## src/rtl/adler32_chk_pkg.sv

```systemverilog
// Shared constants, state encoding and modular-reduction helpers for the
// Adler-32 checker and its byte-fold datapath.
package adler32_chk_pkg;

    localparam logic [18:0] MOD_BASE   = 19'd65521;
    localparam logic [18:0] MOD_BASE_2 = 19'd131042;
    localparam logic [18:0] MOD_BASE_3 = 19'd196563;
    localparam logic [18:0] MOD_BASE_4 = 19'd262084;
    localparam logic [31:0] ADLER_INIT = 32'h0000_0001;

    typedef enum logic [1:0] {
        ST_IDLE = 2'd0,
        ST_RUN  = 2'd1,
        ST_WAIT = 2'd2,
        ST_CMP  = 2'd3
    } state_t;

    // Input is at most 2*MOD_BASE-1, so a single conditional subtract is enough.
    function automatic logic [15:0] mod_once(input logic [18:0] v);
        logic [18:0] r;
        if (v >= MOD_BASE) begin
            r = v - MOD_BASE;
        end else begin
            r = v;
        end
        return r[15:0];
    endfunction

    // Input is at most 5*MOD_BASE-1; pick the largest k*MOD_BASE not above it.
    function automatic logic [15:0] mod_chain(input logic [18:0] v);
        logic [18:0] r;
        if (v >= MOD_BASE_4) begin
            r = v - MOD_BASE_4;
        end else if (v >= MOD_BASE_3) begin
            r = v - MOD_BASE_3;
        end else if (v >= MOD_BASE_2) begin
            r = v - MOD_BASE_2;
        end else if (v >= MOD_BASE) begin
            r = v - MOD_BASE;
        end else begin
            r = v;
        end
        return r[15:0];
    endfunction

endpackage

```

## src/rtl/adler32_chk_fold.sv

```systemverilog
// Combinational fold of 1-4 bytes (MSB-first) into an Adler-32 {s1,s2} pair.
module adler32_fold
    import adler32_chk_pkg::*;
(
    input  logic [15:0] s1_i,
    input  logic [15:0] s2_i,
    input  logic [31:0] dat_i,
    input  logic [1:0]  num_i,
    output logic [15:0] s1_o,
    output logic [15:0] s2_o
);

    logic [18:0] s1_acc_s;
    logic [18:0] s2_acc_s;

    // Each partial s1 is reduced on the spot; s2 collects up to five reduced
    // terms (fits 19 bits) and is reduced once at the end.
    always_comb begin
        s1_acc_s = {3'b000, s1_i};
        s2_acc_s = {3'b000, s2_i};
        for (int k = 0; k < 4; k++) begin
            if (2'(k) <= num_i) begin
                s1_acc_s = {3'b000, mod_once(s1_acc_s + {11'd0, dat_i[31-8*k -: 8]})};
                s2_acc_s = s2_acc_s + s1_acc_s;
            end else begin
                s1_acc_s = s1_acc_s;
                s2_acc_s = s2_acc_s;
            end
        end
        s1_o = s1_acc_s[15:0];
        s2_o = mod_chain(s2_acc_s);
    end

endmodule

```

## config.mk

```make
export PLATFORM = sky130hd
export DESIGN_NAME = adler32_fold
export DESIGN_NICKNAME = d
export VERILOG_FILES = /design/src/rtl/adler32_chk_pkg.sv /design/src/rtl/adler32_chk_fold.sv
export SDC_FILE = /design/constraint.sdc
export NUM_CORES = 1
export LEC_CHECK = 0
export CAP_MARGIN = 20
export CORE_UTILIZATION = 55
export DETAILED_ROUTE_END_ITERATION = 7
export DONT_BUFFER_PORTS = 1
export PLACE_DENSITY = 0.73
export SLEW_MARGIN = 25
export SYNTH_ARGS = -nofsm -noshare
export SYNTH_HDL_FRONTEND = slang
export SYNTH_SLANG_ARGS = --single-unit
```

## constraint.sdc

```tcl
create_clock -name vclk -period 46.8
set_input_delay 2.34 -clock vclk [all_inputs]
set_output_delay 2.34 -clock vclk [all_outputs]
set_load 0.02 [all_outputs]
```

# Yosys cells after proc, flatten, opt, wreduce, memory -nomap -nowiden
# Cells that the tools add are included.
# op_classes
add_sub_neg,16
magnitude_cmp,12
muxes,20
# op_table
op,n
2-to-1 mux 16 bit,14
subtractor 16 bit (second input constant),8
2-to-1 mux 19 bit,5
adder 19 x 16 -> 19 bit,3
>= comparator 19 x 16 -> 1 bit (second input constant),3
adder 19 x 8 -> 19 bit,2
>= comparator 19 x 18 -> 1 bit (second input constant),2
adder 16 x 8 -> 17 bit,2
>= comparator 17 x 16 -> 1 bit (second input constant),2
>= comparator 19 x 17 -> 1 bit (second input constant),1
adder 16 x 16 -> 17 bit,1
2-to-1 mux 17 bit,1
less-or-equal comparator 1 x 2 -> 1 bit (first input constant),2
less-or-equal comparator 2 bit (first input constant),2
# word_totals
ff_bits,0
in_bits,66
output_inout_bits,32
word_cells,48

# Logic depth before layout (Yosys ltp)
# depth
ltp_word,26
ltp_mapped,83

# Worst setup path before layout
# OpenSTA, ideal clock, no wires.
# synth_path
path_type,input -> output
start,in s1_i[0]
end,out s2_o[11]
arrival_time_ns,19.875
required_ns,44.460
slack_ns,24.585
stages,75
path_cell_list,ha_1 -> fa_1 -> a211oi_1 -> nor3_1 -> nand3b_1 -> or4_4 -> o31ai_1 -> nor2_1 -> a21oi_1 -> inv_1 -> ha_1 -> a211oi_1 -> o21ai_0 -> or3_1 -> a31oi_1 -> nand2_1 -> a2111oi_1 -> o221ai_2 -> (+39 left out) -> o21ai_0 -> a21oi_1 -> o21ai_0 -> a21oi_1 -> o21ai_0 -> a2111oi_0 -> o31ai_1 -> a21o_1 -> a21oi_1 -> mux2_2 -> o2111a_1 -> or3_1 -> o41ai_1 -> nand2_1 -> a221oi_1 -> a32oi_1 -> nand2b_1 -> o31ai_1
# synth_between
elab_chain_len,26
word_cells_on_any_way,43
classes_between,16 x add/sub; 8 x order compare; 19 x mux
# synth_rtl
element,line,rtl
from (decl),adler32_chk_fold.sv:5,"input logic [15:0] s1_i,"
adder 16 x 8 -> 17 bit,adler32_chk_fold.sv:23,"s1_acc_s = {3'b000, mod_once(s1_acc_s + {11'd0, dat_i[31-8*k -: 8]})};"
subtractor 16 bit / >= comparator 17 x 16 -> 1 bit (equally long branches),"adler32_chk_pkg.sv:22, adler32_chk_pkg.sv:21",
2-to-1 mux 16 bit,adler32_chk_pkg.sv:21,if (v >= MOD_BASE) begin
2-to-1 mux 16 bit (2 in series),adler32_chk_fold.sv:22,if (2'(k) <= num_i) begin
adder 16 x 8 -> 17 bit,adler32_chk_fold.sv:23,
subtractor 16 bit / >= comparator 17 x 16 -> 1 bit (equally long branches),"adler32_chk_pkg.sv:22, adler32_chk_pkg.sv:21",
2-to-1 mux 16 bit,adler32_chk_pkg.sv:21,
2-to-1 mux 16 bit,adler32_chk_fold.sv:22,
(+9 left out),n/a,
2-to-1 mux 16 bit,adler32_chk_fold.sv:22,
adder 19 x 16 -> 19 bit,adler32_chk_fold.sv:24,s2_acc_s = s2_acc_s + s1_acc_s;
2-to-1 mux 19 bit *,adler32_chk_fold.sv:22,
subtractor 16 bit / >= comparator 19 x 16 -> 1 bit (equally long branches),"adler32_chk_pkg.sv:39, adler32_chk_pkg.sv:38",
2-to-1 mux 16 bit,adler32_chk_pkg.sv:38,end else if (v >= MOD_BASE) begin
2-to-1 mux 16 bit,adler32_chk_pkg.sv:36,end else if (v >= MOD_BASE_2) begin
2-to-1 mux 16 bit,adler32_chk_pkg.sv:34,end else if (v >= MOD_BASE_3) begin
2-to-1 mux 16 bit *,adler32_chk_pkg.sv:32,if (v >= MOD_BASE_4) begin
to (decl),adler32_chk_fold.sv:10,output logic [15:0] s2_o
# Mark *: on every way between the ends. The rest lies on a longest branch, timed or not. The select of a mux whose other input is x is not followed.

# Worst setup path in the final report
# Ends and elaborated chain as after synthesis.

==> metrics <==
layout cell share with drive strength beyond 1=6.39%; Setup Fix Bufs, Post-CTS=0; setup_tns=0 ps; Starting Density=a little under three fifths; Slew Viols, Final=0; worst slew pin tran=about 1100 ps; status=complete, no violations; hpwl dp=20300 um; CP Max Fanout=9; Setup Viol. Count Final=0; final hold vios=0; port bufs=0; CP startpoint kind=input port; # diodes=0; FFs & Latches=0; CP Capture Type=primary output; nets=1428; CTS Hold Bufs=0; Core Area=around 0.015 mm^2; Gate Count Post-Synth=1262; final hold slack=4980 ps; via count=9038; register area=0 um^2; Worst Path Buf+Inv=4; crit path max-delay cell type=o41ai_1; Std-Cell Rows=between 40 and 50; I/O pins=between 90 and 100; RSZ-0062 raised after global routing=false; CP most frequent cell=a21oi_1; Resize count post-CTS=0; Yosys Warn Count=0; final WL=~24000 um; fmax=39.7 MHz; period utilisation layout=a little over half; fill count=between 1500 and 2000; Largest delay share family, worst path=compound AO/OA/AOI/OAI gates; Slew headroom=between 20 and 30%; P&R area growth vs syn=1.99%; slowest cell delay on critical path=between 800 and 900 ps; post-route minimum period=~25000 ps; overall routing resource usage=29.2%; antenna viol nets, final=0; vias in the first global route=8081; Avg Cell Area, Syn=between 6 and 7 um^2; arrival time worst endpoint=approximately 23000 ps; First-pass DRT Iterations=5; Placer Congestion=0.983; clock buffer count=0; max_cap viols=0; Vias per Instance=~6.2; DR WL/cell=16.8 um; DRC Markers=0; first-pass GRT wire length=39600 um; DRT iter0 DRCs=652; kind of critical path=in2out; Hold WC Path Type=in2out; Mapped Area=about 0.0087 mm^2; syn_nets=roughly 1500; pin count of the biggest net entering global routing=46; area of the die=approximately 0.016 mm^2; die span in y=roughly 130 um; CP required=~44000 ps; Netlist cell types=86; initial antenna violation count=0; chip width=128 um; GRT overflow=0; sequential share of the synthesized area=0%; multi-input logic area=0.00824 mm^2
worst paths after layout:
| check | start | endpoint | cells after the start |
|---|---|---|---|
| worst min-delay path | num_i[1] | s1_o[0] | 2 |
| worst max-delay path | s1_i[0] | s2_o[11] | 75 |
Yosys cell counts, types with 19 or more instances:
library cell,instances,area share [%]
nor2_1,127,5.5
nor3_1,38,2.2
a211oi_1,19,1.6
nand3_1,34,2.0
ha_1,116,17
xor2_1,40,4.0
o21ai_0,66,3.8
and2_1,19,1.4
a21o_1,25,2.2
mux2_2,29,3.8
inv_1,78,3.4
nand2_1,131,5.7
a21oi_1,102,5.9
xnor2_1,105,11
through the flow:
step                      std cells  setup WS, ps  utilization [%]  area [um^2]
after floorplan                1262         24580                -         8660
after global placement         1447         22400             57.7         8830
after detailed placement       1447         21790             57.7         8830
after CTS                      1447         21690             57.7         8830
after global routing           1447         20080             57.7         8840
final                          1447         21600             57.7         8840
cells in the final DEF, fill, tap and decap left out, drive strengths merged, types with 10 or more instances in the layout:
master,n
a2111oi,13
a211oi,22
a21o,25
a21oi,103
a31oi,11
and2,19
and3,13
ha,116
inv,79
mux2,29
mux2i,10
nand2,131
nand2b,14
nand3,34
nand4,13
nor2,127
nor3,39
nor4,14
o211ai,18
o21a,12
o21ai,76
o21bai,17
o31ai,17
or2,17
xnor2,106
xor2,40
area by class of cell:
| type | instances | share of cell area [%] |
|---|---|---|
| Multi-Input combinational cell | 1152 | 93.3 |
| Timing Repair Buffer | 4 | 0.340 |
| Inverter | 80 | 3.40 |
| Tap cell | 211 | 2.99 |
metal layers:
metal	track usage (%)	vias up	wire length, um
met3	4.19	15	1570
met2	50.0	273	11100
met5	0	-	0
li1	-	4573	-
met4	2.24	0	148
met1	40.1	4177	11500
cell families (layout without fill, tap and decap cells):
logic type	count (synthesis)	after routing	share of synthesized area [%]
xor gates and xnor gates	146	146	15.0
buffers and inverters	110	84	4.92
and+or+nand+nor	472	472	26.7
muxes	41	41	5.44
AOI/OAI and AO/OA	369	369	29.3
adders and majority gates	124	124	18.6
Power is not shown: default switching activity piles up to over one toggle a cycle in this logic, so the estimate is an artifact.
